`config.mk`:
```
export PLATFORM = sky130hd
export DESIGN_NAME = tdm_voice_mixer
export DESIGN_NICKNAME = d
export VERILOG_FILES = /design/src/rtl/tdm_voice_mixer.sv
export SDC_FILE = /design/constraint.sdc
export NUM_CORES = 1
export LEC_CHECK = 0
export ABC_AREA = 1
export CAP_MARGIN = 25
export CELL_PAD_IN_SITES_DETAIL_PLACEMENT = 1
export CELL_PAD_IN_SITES_GLOBAL_PLACEMENT = 2
export CORE_UTILIZATION = 38
export DETAILED_ROUTE_END_ITERATION = 6
export DONT_BUFFER_PORTS = 1
export PLACE_DENSITY_LB_ADDON = 0.1
export RECOVER_POWER = 100
export SLEW_MARGIN = 25
export SYNTH_ARGS = -nofsm -noshare
export SYNTH_HDL_FRONTEND = slang
export SYNTH_SLANG_ARGS = --single-unit
```
`constraint.sdc`:
```
create_clock -name clk -period 4.7 [get_ports clk]
set_input_delay 0.235 -clock clk [delete_from_list [all_inputs] [get_ports clk]]
set_output_delay 0.235 -clock clk [all_outputs]
set_load 0.02 [all_outputs]
```
`src/rtl/tdm_voice_mixer.sv`:
```
`default_nettype none
// ============================================================================
// Module   : tdm_voice_mixer
// Brief    : Four-voice square-wave synthesiser with decaying envelopes,
//            mixed over a 4-slot TDM frame into one 8-bit sample per frame.
// Revision : 1.0 - initial release
// ============================================================================
module tdm_voice_mixer #(
    parameter int DIV_W       = 12,
    parameter int DECAY_SHIFT = 14,
    parameter int MIN_LEVEL   = 4
) (
    input  logic             clk,
    input  logic             rst,
    input  logic [1:0]       slot,
    input  logic [DIV_W-1:0] divider,
    output logic [7:0]       sample,
    output logic             sample_valid
);

    localparam logic [3:0]             c_min_level = 4'(MIN_LEVEL);
    localparam logic [3:0]             c_max_level = 4'd15;
    localparam logic [DIV_W-1:0]       c_div_one   = DIV_W'(1);
    localparam logic [DECAY_SHIFT-1:0] c_frame_one = DECAY_SHIFT'(1);

    logic [DIV_W-1:0]       phase_q    [4];
    logic [DIV_W-1:0]       phase_d    [4];
    logic                   sq_q       [4];
    logic                   sq_d       [4];
    logic [3:0]             level_q    [4];
    logic [3:0]             level_d    [4];
    logic [DIV_W-1:0]       last_div_q [4];
    logic [DIV_W-1:0]       last_div_d [4];

    logic [DECAY_SHIFT-1:0] frame_cnt_q, frame_cnt_d;
    logic [6:0]             acc_q, acc_d;
    logic [7:0]             sample_q, sample_d;
    logic                   sample_valid_q, sample_valid_d;

    logic                   w_retrig;
    logic                   w_decay_tick;
    logic                   w_frame_end;
    logic [6:0]             w_contrib;
    logic [6:0]             w_sum;

    assign sample       = sample_q;
    assign sample_valid = sample_valid_q;

    // Contribution always uses the pre-edge state; voice 0 is weighted double.
    always_comb begin
        w_contrib = 7'd0;
        if (sq_q[slot]) begin
            if (slot == 2'd0) begin
                w_contrib = {2'b00, level_q[slot], 1'b0};
            end else begin
                w_contrib = {3'b000, level_q[slot]};
            end
        end
    end

    assign w_frame_end  = (slot == 2'd3);
    assign w_decay_tick = w_frame_end && (frame_cnt_q == '1);
    assign w_sum        = acc_q + w_contrib;

    always_comb begin
        phase_d    = phase_q;
        sq_d       = sq_q;
        level_d    = level_q;
        last_div_d = last_div_q;
        w_retrig   = 1'b0;

        if (divider == '0) begin
            phase_d[slot]    = '0;
            sq_d[slot]       = 1'b0;
            last_div_d[slot] = '0;
        end else if (divider != last_div_q[slot]) begin
            phase_d[slot]    = '0;
            sq_d[slot]       = 1'b0;
            level_d[slot]    = c_max_level;
            last_div_d[slot] = divider;
            w_retrig         = 1'b1;
        end else if (phase_q[slot] >= (divider - c_div_one)) begin
            phase_d[slot] = '0;
            sq_d[slot]    = ~sq_q[slot];
        end else begin
            phase_d[slot] = phase_q[slot] + c_div_one;
        end

        // Levels below the floor (only reachable from reset) are left alone.
        if (w_decay_tick) begin
            for (int v = 0; v < 4; v++) begin
                if (!(w_retrig && (2'(v) == slot)) && (level_q[v] > c_min_level)) begin
                    level_d[v] = level_q[v] - 4'd1;
                end
            end
        end
    end

    always_comb begin
        acc_d          = acc_q;
        sample_d       = sample_q;
        frame_cnt_d    = frame_cnt_q;
        sample_valid_d = 1'b0;

        if (w_frame_end) begin
            sample_d       = {w_sum, 1'b0};
            sample_valid_d = 1'b1;
            frame_cnt_d    = frame_cnt_q + c_frame_one;
        end else if (slot == 2'd0) begin
            acc_d = w_contrib;
        end else begin
            acc_d = w_sum;
        end
    end

    always_ff @(posedge clk or posedge rst) begin
        if (rst) begin
            for (int v = 0; v < 4; v++) begin
                phase_q[v]    <= '0;
                sq_q[v]       <= 1'b0;
                level_q[v]    <= 4'd0;
                last_div_q[v] <= '0;
            end
            frame_cnt_q    <= '0;
            acc_q          <= 7'd0;
            sample_q       <= 8'd0;
            sample_valid_q <= 1'b0;
        end else begin
            for (int v = 0; v < 4; v++) begin
                phase_q[v]    <= phase_d[v];
                sq_q[v]       <= sq_d[v];
                level_q[v]    <= level_d[v];
                last_div_q[v] <= last_div_d[v];
            end
            frame_cnt_q    <= frame_cnt_d;
            acc_q          <= acc_d;
            sample_q       <= sample_d;
            sample_valid_q <= sample_valid_d;
        end
    end

endmodule
`default_nettype wire

```
---- Word level (Yosys, flattened, before mapping) ----
Index checks and enable logic that the tools add are counted.
word-level totals
  flip-flop bits (word level) ............. 145
  latch bits .............................. 0
  RAM bits ................................ 0
  memory bits (read-only) ................. 0
  input bits .............................. 16
  logic and storage cells ................. 109
  memories ................................ 0
operators by class
  add/sub/neg operators ................... 8
  multiply operators ...................... 0
  divide/modulo/power cells ............... 0
  order comparisons ....................... 7
  eq/ne operators ......................... 6
  shift operators ......................... 0
  mux-type cells .......................... 42
  bitwise operators ....................... 8
  reductions and logical operators ........ 18
operator list
  operator               count
  $mux 48                5
  $and 48x48->48         2
  $bwmux 48              2
  $mux 12                5
  $bmux 12 s2            2
  $mux 16                3
  $not 48->48            1
  $mux 4                 10
  $demux 12 s2           1
  $gt 4x3->1 const B     4
  $or 16x16->16          1
  $sub 4x1->4 const B    4
  $add 14x1->14 const B  1
  $eq 14x14->1 const B   1
  $add 12x1->12 const B  1
  $ge 12x12->1           1
  $logic_not 12->1       1
  $ne 12x12->1           1
  $sub 12x1->12 const B  1
  $logic_and 1x1->1      10
  $mux 5                 2
  $bmux 4 s2             1
  $demux 4 s2            1
  $add 7x7->7            1
  other kinds (18)       27

---- Logic depth before layout (Yosys ltp) ----
  word-level depth ........................ 12
  gate-level depth with buffers ........... 21
  depth with buffers taken out ............ 21

---- Worst setup path after synthesis ----
Ideal clock, no wire load.
  path kind ............................... input to register
  start ................................... in slot[0]
  end ..................................... reg sample_q[7], in the netlist sample[7]
  arrival time ............................ 2.793 ns
  slack ................................... 1.770 ns
  stages on the path ...................... 16
  buffers on the path ..................... 4
  path through ............................ buf_6 -> nand2_2 -> inv_2 -> buf_4 -> clkbuf_1 -> buf_1 -> a21oi_1 -> nor3_1 -> ha_1 -> inv_1 -> fa_1 -> o21ai_0 -> a21oi_1 -> nor2_1 -> xor2_1 -> o21ai_0
on the way
  word-level cells in the longest chain between the ends .. 7
  elaborated cells between the ends (all ways) .. 12
  those cells by class .................... 1 x add/sub; 1 x eq/ne; 8 x mux; 1 x bitwise; 1 x reduce/logical
RTL lines
  item                                       line        source
  start: declaration                         15          input logic [1:0] slot,
  $not 2->3 (not written as such)            52, 54, 56
  $bmux 4 s2                                 54, 56
  $mux 4 (not written as such) (2 in a row)  54, 56
  $mux 5                                     53          if (slot == 2'd0) begin
  $mux 5                                     52          if (sq_q[slot]) begin
  $add 7x7->7                                63          assign w_sum = acc_q + w_contrib;
  end signal: assignment                     137         sample_q <= sample_d;
  end: declaration                           37          logic [7:0] sample_q, sample_d;
Several ways; a longest one is shown, not always the timed one. The select of a mux whose other input is x is not followed.
A chain may end at the register's enable or synchronous reset.

---- Worst setup path in the final report ----
  start ................................... in slot[1]
  end ..................................... reg phase_q[3] in the netlist's numbering
on the way
  word-level cells in the longest chain between the ends .. 10
  elaborated cells between the ends (all ways) .. 21
  those cells by class .................... 1 x add/sub; 3 x order compare; 1 x eq/ne; 12 x mux; 3 x bitwise; 1 x reduce/logical
RTL lines
  item                                                                   line  source
  $not 2->3 (not written as such) *                                      --
  parallel branches: the longest is 8 deep, another holds $add 12x1->12  --
  $mux 48 *                                                              72    if (divider == '0) begin
  end signal: indexed assignment                                         130   phase_q[v] <= phase_d[v];
  end: declaration                                                       26    logic [DIV_W-1:0] phase_q [4];
Every way passes the cells marked *. The select of a mux whose other input is x is not followed.

==> flow_summary_export.csv <==
group,metric,value,unit
global_route,grt_start_max_net_pins,69,
yosys,synth.cell_area,0.00802,mm2
finish,drive_above_1_share,6.05,%
floorplan,die_h,147,um
drt,drtAntennaViolNets,0,
yosys,yosysTopAreaCell,"dfrtp_1",
drt,drt_iter0_markers,270,
floorplan,fp-row-count,52,
yosys,ys_ff_latch,145,
finish,final_core_util,42.7,%
sta,fin_ws,1.30,ns
finish,fin_cells,1312,
sta,drv_slew,109,
global_route,antenna_found_initial,0,
placement,hpwl,15200,um
drt,drc,0,
hold_path,min_to,"last_div_q[5]",
status,status,"finished, violations left",
yosys,synthFlopType,"dfrtp_1",
setup_path,r2r_cells,13,
finish,final_cell_mix,"nand2_1, dfrtp_1, nand3_1, o21ai_0, inv_1",
setup_path,max_stage_delay,1.08,ns
cts,numCtsBuffers,17,
power,p_leak,4.48,nW
drt,vias,6698,
finish,final_area,0.00876,mm2
status,violations,"capacitance limit, slew limit",
cts,cts_tree,"built",
finish,mostFrequentLayoutCell,"nand2_1",
power,power_density,362,mW/mm2
cts,cts_resized,0,
placement,placed_area,0.00820,mm2
job,maxCapViolations,2,
floorplan,die_width,147,um
power,total_power,3.17,mW
global_route,grt-ovfl-total,0,
sta,holdWs,0.0622,ns
sta,tightest_slew,3.10,ns
setup_path,slowest_stage,"inv_1",
setup_path,end_kind,"flip-flop",
drt,dr.pass1.iters,4,
setup_path,r2r-start,"phase_q[5]",
yosys,syn_inst,1038,
drt,via_per_inst,5.11,
placement,pre_cts_ws,1.02,ns
global_route,grt.total_usage,22.9,%
cts,worstSkewPairLatency,0.43,ns
setup_path,crit_path_max_fanout,39,
hold_path,worstHoldStart,"divider[5]",
setup_path,startpoint_type,"input pin",
setup_path,reg2reg_to,"phase_q[3]",
sta,rsz0062_at_grt,"false",
floorplan,core,0.0205,mm2
setup_path,rrSetupSlack,1.92,ns
setup_path,path_common_cell,"nand2_1",
power,peakVddDrop,206,uV
placement,portBuffers,0,
placement,gp_congestion,0.725,
sta,setup_viol,0,
sta,fin_crit_sh,72.2,%
sta,hold_violations,0,
finish,antenna_cells,0,
global_route,grt_pass1_wl,38600,um
drt,wl_per_cell,17.6,um
sta,fmax,295,MHz
cts,h-tree-depth,4,
yosys,synth_top_area_share,45.2,%
yosys,yosys_warnings,0,
cts,cts_hold_buf,3,
yosys,ys_seq_area_share,45.2,%
floorplan,io-pin-count,25,
setup_path,path_buf_inv,1,
hold_path,hold_depth,2,
cts,cts.clk_slew.worst_paths,0.07,ns
yosys,synth_edf_count,0,
sta,finalSetupTns,0,ns
sta,period_minus_slack,3.40,ns
yosys,yosysUniqueCellTypes,40,
floorplan,die_area,0.0217,mm2
setup_path,critPathArrivalTime,3.75,ns
setup_path,crit_family,"simple AND/OR/NAND/NOR gates",
yosys,synth_nets,1083,
yosys,avgSynthCellArea,7.73,um2
setup_path,worstSetupPathType,"input pin to flip-flop",
setup_path,crit_required,5.06,ns
hold_path,hold_class,"input pin to flip-flop",
floorplan,initial_core_util,39.1,%
global_route,grt_pass1_vias,7196,
setup_path,path_depth,13,
cts,cts.sinks,145,
placement,dp.cells,1277,
cts,cts_setup_buffers,0,
finish,area_growth,9.19,%
yosys,netlist_top_cells_area,"dfrtp_1, nand2_1, nand3_1, ha_1, o21ai_0",
yosys,async_flop_share,100,%
drt,routed_wirelength,23200,um
sta,fin_skew,0.00982,ns
sta,slew_headroom,-108,%
setup_path,critical_path.cell_chain,"nand2_1 -> inv_1 -> a22oi_1 -> nand2_1 -> ha_1 -> nand2_1 -> nor2_1 -> and2_0 -> nand2_1 -> nand4_1 -> nor2_8 -> nand3_1 -> nand2_1",
cts,root_buffer,"clkbuf_16",
cts,clockBufferDepth,2,
finish,nets,1074,
worst reg2reg max path: cells and delay by family, from the launching register on:
| kind | cells | cell delay [ns] |
|---|---|---|
| fa+ha+maj | 1 | 0.33 |
| buf+inv | 1 | 0.14 |
| flops | 1 | 0.39 |
| simple gates | 11 | 1.86 |
registers in the layout (all words and copies together) (netlist names):
signal	cells
frame_cnt_q	14
sample	7
phase_q	48
sample_valid	1
acc_q	7
level_q	16
last_div_q	48
sq_q	4
cells by family (layout without fill, tap and decap cells):
kind of cell | after synthesis | after routing | synth area share, %
buf+inv | 122 | 126 | 6.78
simple gates | 576 | 576 | 30.4
fa+ha+maj | 29 | 29 | 4.62
other cells | 1 | 1 | 0.0467
xor+xnor | 40 | 40 | 4.46
flops | 145 | 145 | 45.2
compound gates | 125 | 125 | 8.47
where the power goes:
group          internal, mW  switching (mW)
Clock                 0.787           0.599
Sequential             1.35          0.0775
Combinational         0.118           0.240
Yosys cell counts, types with 2 or more instances:
master,instances
a22oi_1,4
nand2_2,8
nor2_1,47
nor2_4,2
or2_2,2
buf_4,3
a21oi_1,23
nor3_1,6
xor2_1,29
o22ai_1,8
o21ai_0,63
clkbuf_1,12
inv_2,8
xnor2_1,10
o211ai_1,4
nand4_1,17
buf_1,5
nor2_2,6
nand2_1,398
nand3_1,82
buf_6,8
ha_1,28
dfrtp_1,145
nand2_4,2
o21ai_1,17
a221oi_1,2
o221ai_1,2
buf_2,12
inv_1,74
how the worst max path moves through the flow:
stage          startpoint           to  slack (ns)
2_1_floorplan         rst     acc_q[0]        0.57
3_3_place_gp   divider[0]  phase_q[29]        1.09
3_5_place_dp   divider[0]   phase_q[3]        1.02
4_1_cts        divider[0]   phase_q[3]        1.40
5_1_grt               rst  phase_q[19]        0.61
6_report          slot[1]   phase_q[3]        1.30
per-layer routing:
| layer | wire, um | GRT usage (%) | share of wire [%] |
|---|---|---|---|
| met5 | 0 | 0 | 0 |
| met3 | 671 | 3.57 | 2.9 |
| met1 | 11300 | 31.1 | 49 |
| met2 | 10900 | 38.4 | 47 |
| met4 | 219 | 5.21 | 0.95 |
final cells by class:
type	instances	area (um2)
clock buffers	17	425
clock inverters	15	158
fillers	2517	11700
inverters	82	309
multi-input cells	771	3810
flip-flops and latches	145	3630
well taps	270	338
repair buffers	12	92.6
(Power assumes the default switching activity.)
